<file path="src/rtl/dhm_pmu_pkg.sv">
//------------------------------------------------------------------------------
// Module      : dhm_pmu_pkg
// Description : Shared types and default timing constants for the dhm_pmu
//               power-management sequencer.
// Revision    : 1.0 - initial release
//------------------------------------------------------------------------------
`timescale 1ns/1ps
`default_nettype none

package dhm_pmu_pkg;

    // Width of the shared down-counter used for every timed phase
    localparam int unsigned CNT_W = 8;

    // Default phase lengths, in clk cycles
    localparam int unsigned DEF_SAVE_CYC    = 2;
    localparam int unsigned DEF_RESTORE_CYC = 2;
    localparam int unsigned DEF_RST_CYC     = 4;
    localparam int unsigned DEF_ACK_TIMEOUT = 255;

    // Sequencer states: reset hold, running, sleep handshake, retention save,
    // powered off, reset release, retention restore, wake handshake
    typedef enum logic [2:0] {
        ST_PRST = 3'd0,
        ST_ON   = 3'd1,
        ST_SREQ = 3'd2,
        ST_SAVE = 3'd3,
        ST_OFF  = 3'd4,
        ST_PREL = 3'd5,
        ST_REST = 3'd6,
        ST_WAKE = 3'd7
    } pmu_state_e;

    // Load value for the down-counter from an integer cycle count
    function automatic logic [CNT_W-1:0] cnt_load(input int unsigned cycles);
        return CNT_W'(cycles);
    endfunction

endpackage

`default_nettype wire

</file>
<file path="src/rtl/dhm_pmu.sv">
//------------------------------------------------------------------------------
// Module      : dhm_pmu
// Description : Power-down / power-up sequencer for a retention power domain.
//               Handshakes sleep with the core, strobes retention save and
//               restore, and controls the domain reset. All outputs are
//               registered; every _n output has its own complement flop.
// Revision    : 1.0 - initial release
//------------------------------------------------------------------------------
`timescale 1ns/1ps
`default_nettype none

module dhm_pmu
    import dhm_pmu_pkg::*;
#(
    parameter int unsigned SAVE_CYC    = DEF_SAVE_CYC,
    parameter int unsigned RESTORE_CYC = DEF_RESTORE_CYC,
    parameter int unsigned RST_CYC     = DEF_RST_CYC,
    parameter int unsigned ACK_TIMEOUT = DEF_ACK_TIMEOUT
) (
    input  logic clk,
    input  logic reset_n,
    input  logic i_pd_req,
    input  logic i_pu_req,
    input  logic sleep_ack,
    output logic sleep,
    output logic sleep_n,
    output logic rreg_save,
    output logic rreg_save_n,
    output logic rreg_restore,
    output logic rreg_restore_n,
    output logic pd_reset_n,
    output logic o_off,
    output logic o_busy,
    output logic o_err
);

    localparam logic [CNT_W-1:0] C_SAVE_CNT    = cnt_load(SAVE_CYC);
    localparam logic [CNT_W-1:0] C_RESTORE_CNT = cnt_load(RESTORE_CYC);
    localparam logic [CNT_W-1:0] C_RST_CNT     = cnt_load(RST_CYC);
    localparam logic [CNT_W-1:0] C_ACK_CNT     = cnt_load(ACK_TIMEOUT);
    localparam logic [CNT_W-1:0] C_ONE         = {{(CNT_W-1){1'b0}}, 1'b1};

    pmu_state_e       state_q, state_d;
    logic [CNT_W-1:0] cnt_q, cnt_d;
    logic             sleep_q, sleep_d;
    logic             save_q, save_d;
    logic             restore_q, restore_d;
    logic             pdrst_n_q, pdrst_n_d;
    logic             off_q, off_d;
    logic             busy_q, busy_d;
    logic             err_q, err_d;
    logic             sleep_n_q, save_n_q, restore_n_q;

    // A phase ends when the counter is on its last cycle (<= 1 guards a zero load)
    logic w_last;
    assign w_last = (cnt_q <= C_ONE);

    // Next-state and next-output decode; outputs are computed here so they
    // can be registered together with the state
    always_comb begin
        state_d   = state_q;
        cnt_d     = cnt_q;
        sleep_d   = sleep_q;
        save_d    = save_q;
        restore_d = restore_q;
        pdrst_n_d = pdrst_n_q;
        off_d     = off_q;
        busy_d    = busy_q;
        err_d     = 1'b0;

        case (state_q)
            ST_PRST: begin
                if (w_last) begin
                    state_d   = ST_ON;
                    pdrst_n_d = 1'b1;
                    sleep_d   = 1'b0;
                    busy_d    = 1'b0;
                end else begin
                    cnt_d = cnt_q - C_ONE;
                end
            end
            ST_ON: begin
                // Only the power-down request is meaningful while running
                if (i_pd_req) begin
                    state_d = ST_SREQ;
                    sleep_d = 1'b1;
                    busy_d  = 1'b1;
                    cnt_d   = C_ACK_CNT;
                end
            end
            ST_SREQ: begin
                // An acknowledge on the final cycle still wins over the timeout
                if (sleep_ack) begin
                    state_d = ST_SAVE;
                    save_d  = 1'b1;
                    cnt_d   = C_SAVE_CNT;
                end else if (w_last) begin
                    state_d = ST_ON;
                    sleep_d = 1'b0;
                    busy_d  = 1'b0;
                    err_d   = 1'b1;
                end else begin
                    cnt_d = cnt_q - C_ONE;
                end
            end
            ST_SAVE: begin
                if (w_last) begin
                    state_d   = ST_OFF;
                    save_d    = 1'b0;
                    pdrst_n_d = 1'b0;
                    off_d     = 1'b1;
                    busy_d    = 1'b0;
                end else begin
                    cnt_d = cnt_q - C_ONE;
                end
            end
            ST_OFF: begin
                // Only the power-up request is meaningful while off
                if (i_pu_req) begin
                    state_d   = ST_PREL;
                    pdrst_n_d = 1'b1;
                    off_d     = 1'b0;
                    busy_d    = 1'b1;
                end
            end
            ST_PREL: begin
                // Domain reset has been released for one cycle before restore
                state_d   = ST_REST;
                restore_d = 1'b1;
                cnt_d     = C_RESTORE_CNT;
            end
            ST_REST: begin
                if (w_last) begin
                    state_d   = ST_WAKE;
                    restore_d = 1'b0;
                    sleep_d   = 1'b0;
                    cnt_d     = C_ACK_CNT;
                end else begin
                    cnt_d = cnt_q - C_ONE;
                end
            end
            ST_WAKE: begin
                if (!sleep_ack) begin
                    state_d = ST_ON;
                    busy_d  = 1'b0;
                end else if (w_last) begin
                    state_d = ST_ON;
                    busy_d  = 1'b0;
                    err_d   = 1'b1;
                end else begin
                    cnt_d = cnt_q - C_ONE;
                end
            end
            default: begin
                state_d   = ST_PRST;
                cnt_d     = C_RST_CNT;
                sleep_d   = 1'b0;
                save_d    = 1'b0;
                restore_d = 1'b0;
                pdrst_n_d = 1'b0;
                off_d     = 1'b0;
                busy_d    = 1'b1;
            end
        endcase
    end

    // State, counter and output registers; complements are separate flops
    // loaded from the inverted next value so each pair is exact every cycle
    always_ff @(posedge clk or negedge reset_n) begin
        if (!reset_n) begin
            state_q     <= ST_PRST;
            cnt_q       <= C_RST_CNT;
            sleep_q     <= 1'b0;
            sleep_n_q   <= 1'b1;
            save_q      <= 1'b0;
            save_n_q    <= 1'b1;
            restore_q   <= 1'b0;
            restore_n_q <= 1'b1;
            pdrst_n_q   <= 1'b0;
            off_q       <= 1'b0;
            busy_q      <= 1'b1;
            err_q       <= 1'b0;
        end else begin
            state_q     <= state_d;
            cnt_q       <= cnt_d;
            sleep_q     <= sleep_d;
            sleep_n_q   <= ~sleep_d;
            save_q      <= save_d;
            save_n_q    <= ~save_d;
            restore_q   <= restore_d;
            restore_n_q <= ~restore_d;
            pdrst_n_q   <= pdrst_n_d;
            off_q       <= off_d;
            busy_q      <= busy_d;
            err_q       <= err_d;
        end
    end

    assign sleep          = sleep_q;
    assign sleep_n        = sleep_n_q;
    assign rreg_save      = save_q;
    assign rreg_save_n    = save_n_q;
    assign rreg_restore   = restore_q;
    assign rreg_restore_n = restore_n_q;
    assign pd_reset_n     = pdrst_n_q;
    assign o_off          = off_q;
    assign o_busy         = busy_q;
    assign o_err          = err_q;

endmodule

`default_nettype wire

</file>
<file path="config.mk">
export PLATFORM = sky130hd
export DESIGN_NAME = dhm_pmu
export DESIGN_NICKNAME = d
export VERILOG_FILES = /design/src/rtl/dhm_pmu_pkg.sv /design/src/rtl/dhm_pmu.sv
export SDC_FILE = /design/constraint.sdc
export NUM_CORES = 1
export LEC_CHECK = 0
export BUFFER_PORTS_ARGS = -buffer_cell sky130_fd_sc_hd__buf_2
export CORE_MARGIN = 8
export CORE_UTILIZATION = 57
export DETAILED_ROUTE_END_ITERATION = 12
export GPL_ROUTABILITY_DRIVEN = 0
export MAX_ROUTING_LAYER = met4
export PLACE_DENSITY = 0.78
export SLEW_MARGIN = 25
export SYNTH_ARGS = -nofsm -noshare
export SYNTH_HDL_FRONTEND = slang
export SYNTH_SLANG_ARGS = --single-unit
export TNS_END_PERCENT = 10
</file>
<file path="constraint.sdc">
create_clock -name clk -period 2.8 [get_ports clk]
set_clock_uncertainty 0.05 [all_clocks]
set_input_delay 0.56 -clock clk [delete_from_list [all_inputs] [get_ports clk]]
set_output_delay 0.56 -clock clk [all_outputs]
set_load 0.05 [all_outputs]
</file>
# Word level (Yosys, flattened, before mapping)
# Index checks and enable logic that the tools add are counted.
[op_classes]
reduce_logical = 12
mux = 38
shift = 0
magnitude_cmp = 1
div_mod_pow = 0
bitwise = 3
add_sub_neg = 1
eq_ne = 14
n_mul = 0
[op_table]
columns = ["operator", "n"]
rows = [
  ["$pmux W8 S6", 1],
  ["$mux W8", 5],
  ["$pmux W3 S8", 1],
  ["$mux W3", 7],
  ["$mux W1", 17],
  ["$ne A2 B2 Y1 const B", 7],
  ["$eq A3 B3 Y1 const B", 4],
  ["$reduce_and A4 Y1", 3],
  ["$le A8 B1 Y1 const B", 1],
  ["$pmux W1 S2", 4],
  ["$sub A8 B1 Y8 const B", 1],
  ["$eq A3 B2 Y1 const B", 2],
  ["$pmux W1 S3", 2],
  ["$reduce_and A3 Y1", 2],
  ["$reduce_bool A6 Y1", 1],
  ["$pmux W1 S5", 1],
  ["$reduce_bool A5 Y1", 1],
  ["$reduce_or A2 Y1", 2],
  ["$eq A3 B1 Y1 const B", 1],
  ["$logic_not A3 Y1", 1],
  ["$not A1 Y1", 3],
  ["$reduce_bool A3 Y1", 1],
  ["$reduce_bool A2 Y1", 1],
]
[word_totals]
mem_bits_ro = 0
ramBits = 0
register_bits = 21
wordCells = 81
out_inout_bits = 10
memories = 0
input_bits = 5
latch_bits = 0

# Depth between registers and ports, before layout
[depth]
word_depth = 5
ltp_mapped = 12

# Worst setup path after synthesis
# Ideal clock, no wire load.
[synth_timing]
kind = "flip-flop to flip-flop"
startpoint = "register cnt_q[0]"
endpoint = "register cnt_q[0]"
setup_slack_ps = 613
synth_period_minus_slack_ps = 2187
arrival_ps = 2012
stages_incl_launch_ff = 12
setup_time_ps = 126
cell_sequence = "dfrtp_1 -> inv_1 -> ha_1 -> or2_2 -> and3_1 -> buf_2 -> inv_2 -> buf_6 -> ha_1 -> o22a_1 -> o21ai_0 -> nor3_1"
[synth_via]
elab_chain_len = 4
[synth_lines]
columns = ["element", "line_no", "text"]
rows = [
  ["start, declared", "dhm_pmu.sv:44", "logic [CNT_W-1:0] cnt_q, cnt_d;"],
  ["start signal, assigned", "dhm_pmu.sv:185", "cnt_q <= cnt_d;"],
  ["$sub A8 B1 Y8 or $le A8 B1 Y1 (tied branches)", "-", ""],
  ["$mux W8", "-", ""],
  ["$mux W8 (on tied branches)", "dhm_pmu.sv:143, dhm_pmu.sv:93", ""],
  ["$pmux W8 S6 *", "dhm_pmu.sv:71", "case (state_q)"],
]
# Every way passes the cells marked *; elsewhere a longest branch is shown, timed or not. The select of a mux whose other input is x is not followed.
# A chain may end at the register's enable or synchronous reset.

# Worst setup path after layout
# Same ends and word-level chain as after synthesis.

==> flow_summary.yaml <==
setup_path:
  cpLargestDelayFamily: "simple AND/OR/NAND/NOR gates"
  regToRegEndpoint: "cnt_q[0]"
  r2r_start: "cnt_q[0]"
  cp.required_ps: 2950
  cp.arrival_ps: 2490
  crit_type: "reg2reg"
  crit_top_cell: "ha_1"
  rrSetupSlack_ps: 470
  cp_slowest_cell: "dfrtp_1"
  end_kind: "register"
  max_stage_delay_ps: 460
  r2r_cells: 9
  worst-path-buf-inv: 2
  crit_chain: "inv_1, ha_1, or2_2, and3_1, inv_2, ha_1, o22a_1, o21ai_0, nor3_1"
  path_max_fanout: 13
  critPathLaunchType: "register"
synth:
  synthTopCellsByArea: "dfrtp_1 (31%), dfstp_2 (10%), a21oi_1 (6.6%)"
  synth_seq_cells: 21
  synth.top_cell.area_share_pct: 30.9
  seq_area_frac_synth_pct: 41.1
  synth_warnings: 0
  synthTopCellsByCount: "a21oi_1 (17), dfrtp_1 (16), nor2_1 (15)"
  syn_inst: 146
  syn-cell-area_um2: 1290
  ys_types: 44
  synth_enable_flop_cells: 0
  synth.most_common_cell: "a21oi_1"
  syn-num-nets: 154
  synthFlopType: "dfrtp_1"
  syn_avg_cell_area_um2: 8.86
  synth_area_leader_cell: "dfrtp_1"
  async_flop_share_pct: 100
sta:
  period_minus_slack_ps: 2330
  rsz0062_at_grt: "no"
  max_freq_mhz: 429
  period_share_pct: 83.3
  setup_viol: 0
  report.final.hold_viol_count: 0
  fin_setup_tns_ps: 0
  tightest_slew_ps: 763
  slew_headroom_pct: 48.6
  drv_slew: 0
clocking:
  root_buffer: "clkbuf_4"
  cts-htree-levels: 1
  clockBufferDepth: 2
  clock_latency_ps: 310
  cts-hold-fix-buffers: 0
  post_cts_buffers: 0
  cts_tree: "done"
  cts.sinks: 21
  cts_buffers: 3
  cts_resized: 0
  clk_pin_slew_ps: 110
pwr:
  cellPowerDensity_nw_per_um2: 1140
  leakage_nw: 0.604
  p_seq_share_pct: 39.3
  power.switching_uw: 759
  p_clk_share_pct: 9.2
  power_frac_comb_pct: 51.5
  irDropWorstVdd_mv: 0.854
  internal-power_uw: 802
  switching_share_pct: 48.6
drt:
  drt_iter0_drc: 33
  wl_um: 2730
  vias: 1142
  post_drt_wl_per_cell_um: 14.8
  viasPerCell: 6.21
  drt-pass1-iter-count: 4
  ant_nets: 0
  drt_drc_violations_left: 0
hold_path:
  min_path_type: "in2async"
grt:
  grt_overflow: 0
  globalRouteTotalUtil_pct: 15.0
  antenna_found_initial: 0
  grt_pass1_wl_um: 4940
  grt_max_degree: 22
  grt_pass1_vias: 1169
final_layout:
  drive_gt1_share_pct: 20.5
  final_core_util_pct: 63.3
  antenna_cells: 0
  nNetsFinal: 165
  nFillCells: 202
  area_delta_synth_final_pct: 6.09
floorplan:
  die_h_um: 63.6
  num_rows: 17
  core_area_um2: 2170
  die_w_um: 63.6
  boundaryPins: 15
  die_area_um2: 4050
  start_util_pct: 59.6
run_status:
  status: "completed"
placed_design:
  dp_hpwl_um: 2010
  portBuffers: 14
flow_run:
  cap_violations: 0
-- state kept, by name (all words and copies together) (netlist names), named ones only --
name,count
o_off,1
pd_reset_n,1
rreg_save_n,1
rreg_save,1
state_q,3
rreg_restore_n,1
o_err,1
o_busy,1
sleep_n,1
cnt_q,8
rreg_restore,1
-- how the worst max path moves through the flow --
stage,start,endpoint,slack [ps],cells past startpoint
2_1_floorplan,cnt_q[0],cnt_q[0],610,11
3_3_place_gp,cnt_q[0],cnt_q[0],560,9
3_5_place_dp,cnt_q[0],cnt_q[0],480,9
4_1_cts,cnt_q[0],cnt_q[0],460,9
5_1_grt,cnt_q[0],cnt_q[6],220,7
6_report,cnt_q[0],cnt_q[0],470,9
-- through the flow --
step / power, mW / std cells / setup slack [ps] / hold WS (ps) / instance area, µm²
floorplan: 1.26 / 146 / 613 / 214 / 1290
global placement: 1.40 / 180 / 562 / 455 / 1350
detailed placement: 1.42 / 180 / 480 / 473 / 1350
CTS: 1.57 / 184 / 457 / 141 / 1370
global route: 1.69 / 184 / 223 / 164 / 1370
finish: 1.56 / 184 / 468 / 129 / 1370
-- final cells by class --
class | instances | area (µm²) | share of cell area, %
sequential | 21 | 532 | 38.7
clock buffer | 3 | 22.5 | 1.64
tap | 28 | 35.0 | 2.55
multi-input combinational | 107 | 663 | 48.3
timing repair buffer | 16 | 85.1 | 6.20
inverter | 8 | 30.0 | 2.19
clock inverter | 1 | 5.00 | 0.365
-- cell usage in the layout, fill, tap and decap left out, drive strengths merged, types with 2 or more instances in the layout --
cell	n
nor3	8
a311oi	5
nor2	15
clkbuf	3
o21ai	8
nor2b	2
nand2	11
dfrtp	16
ha	3
clkinv	2
nor3b	2
inv	7
and3	2
nor4	2
a211oi	5
a21oi	17
buf	16
a2111oi	2
o22a	2
nand3b	2
dfstp	5
nand3	3
nand2b	2
o31ai	2
-- routing by layer --
layer	GRT usage [%]	vias to the layer above	share of wire, %
met5	-	-	0
met3	2.83	5	3.7
met4	5.85	0	1.6
met2	26.0	27	49
li1	-	557	-
met1	16.6	553	46
-- cells by family after synthesis --
group	Yosys count	share of synthesized area (%)
simple gates	54	21.4
buf+inv	18	7.64
compound gates	50	27.0
flops	21	41.1
fa+ha+maj	3	2.90
-- power groups by stage --
| stage | logic, mW | registers (mW) | clock network [mW] |
|---|---|---|---|
| floorplan | 0.491 | 0.768 | 0 |
| global placement | 0.788 | 0.613 | 0 |
| detailed placement | 0.805 | 0.618 | 0 |
| CTS | 0.810 | 0.612 | 0.149 |
| global route | 0.897 | 0.636 | 0.162 |
| finish | 0.804 | 0.614 | 0.144 |
(Power assumes the default switching activity.)
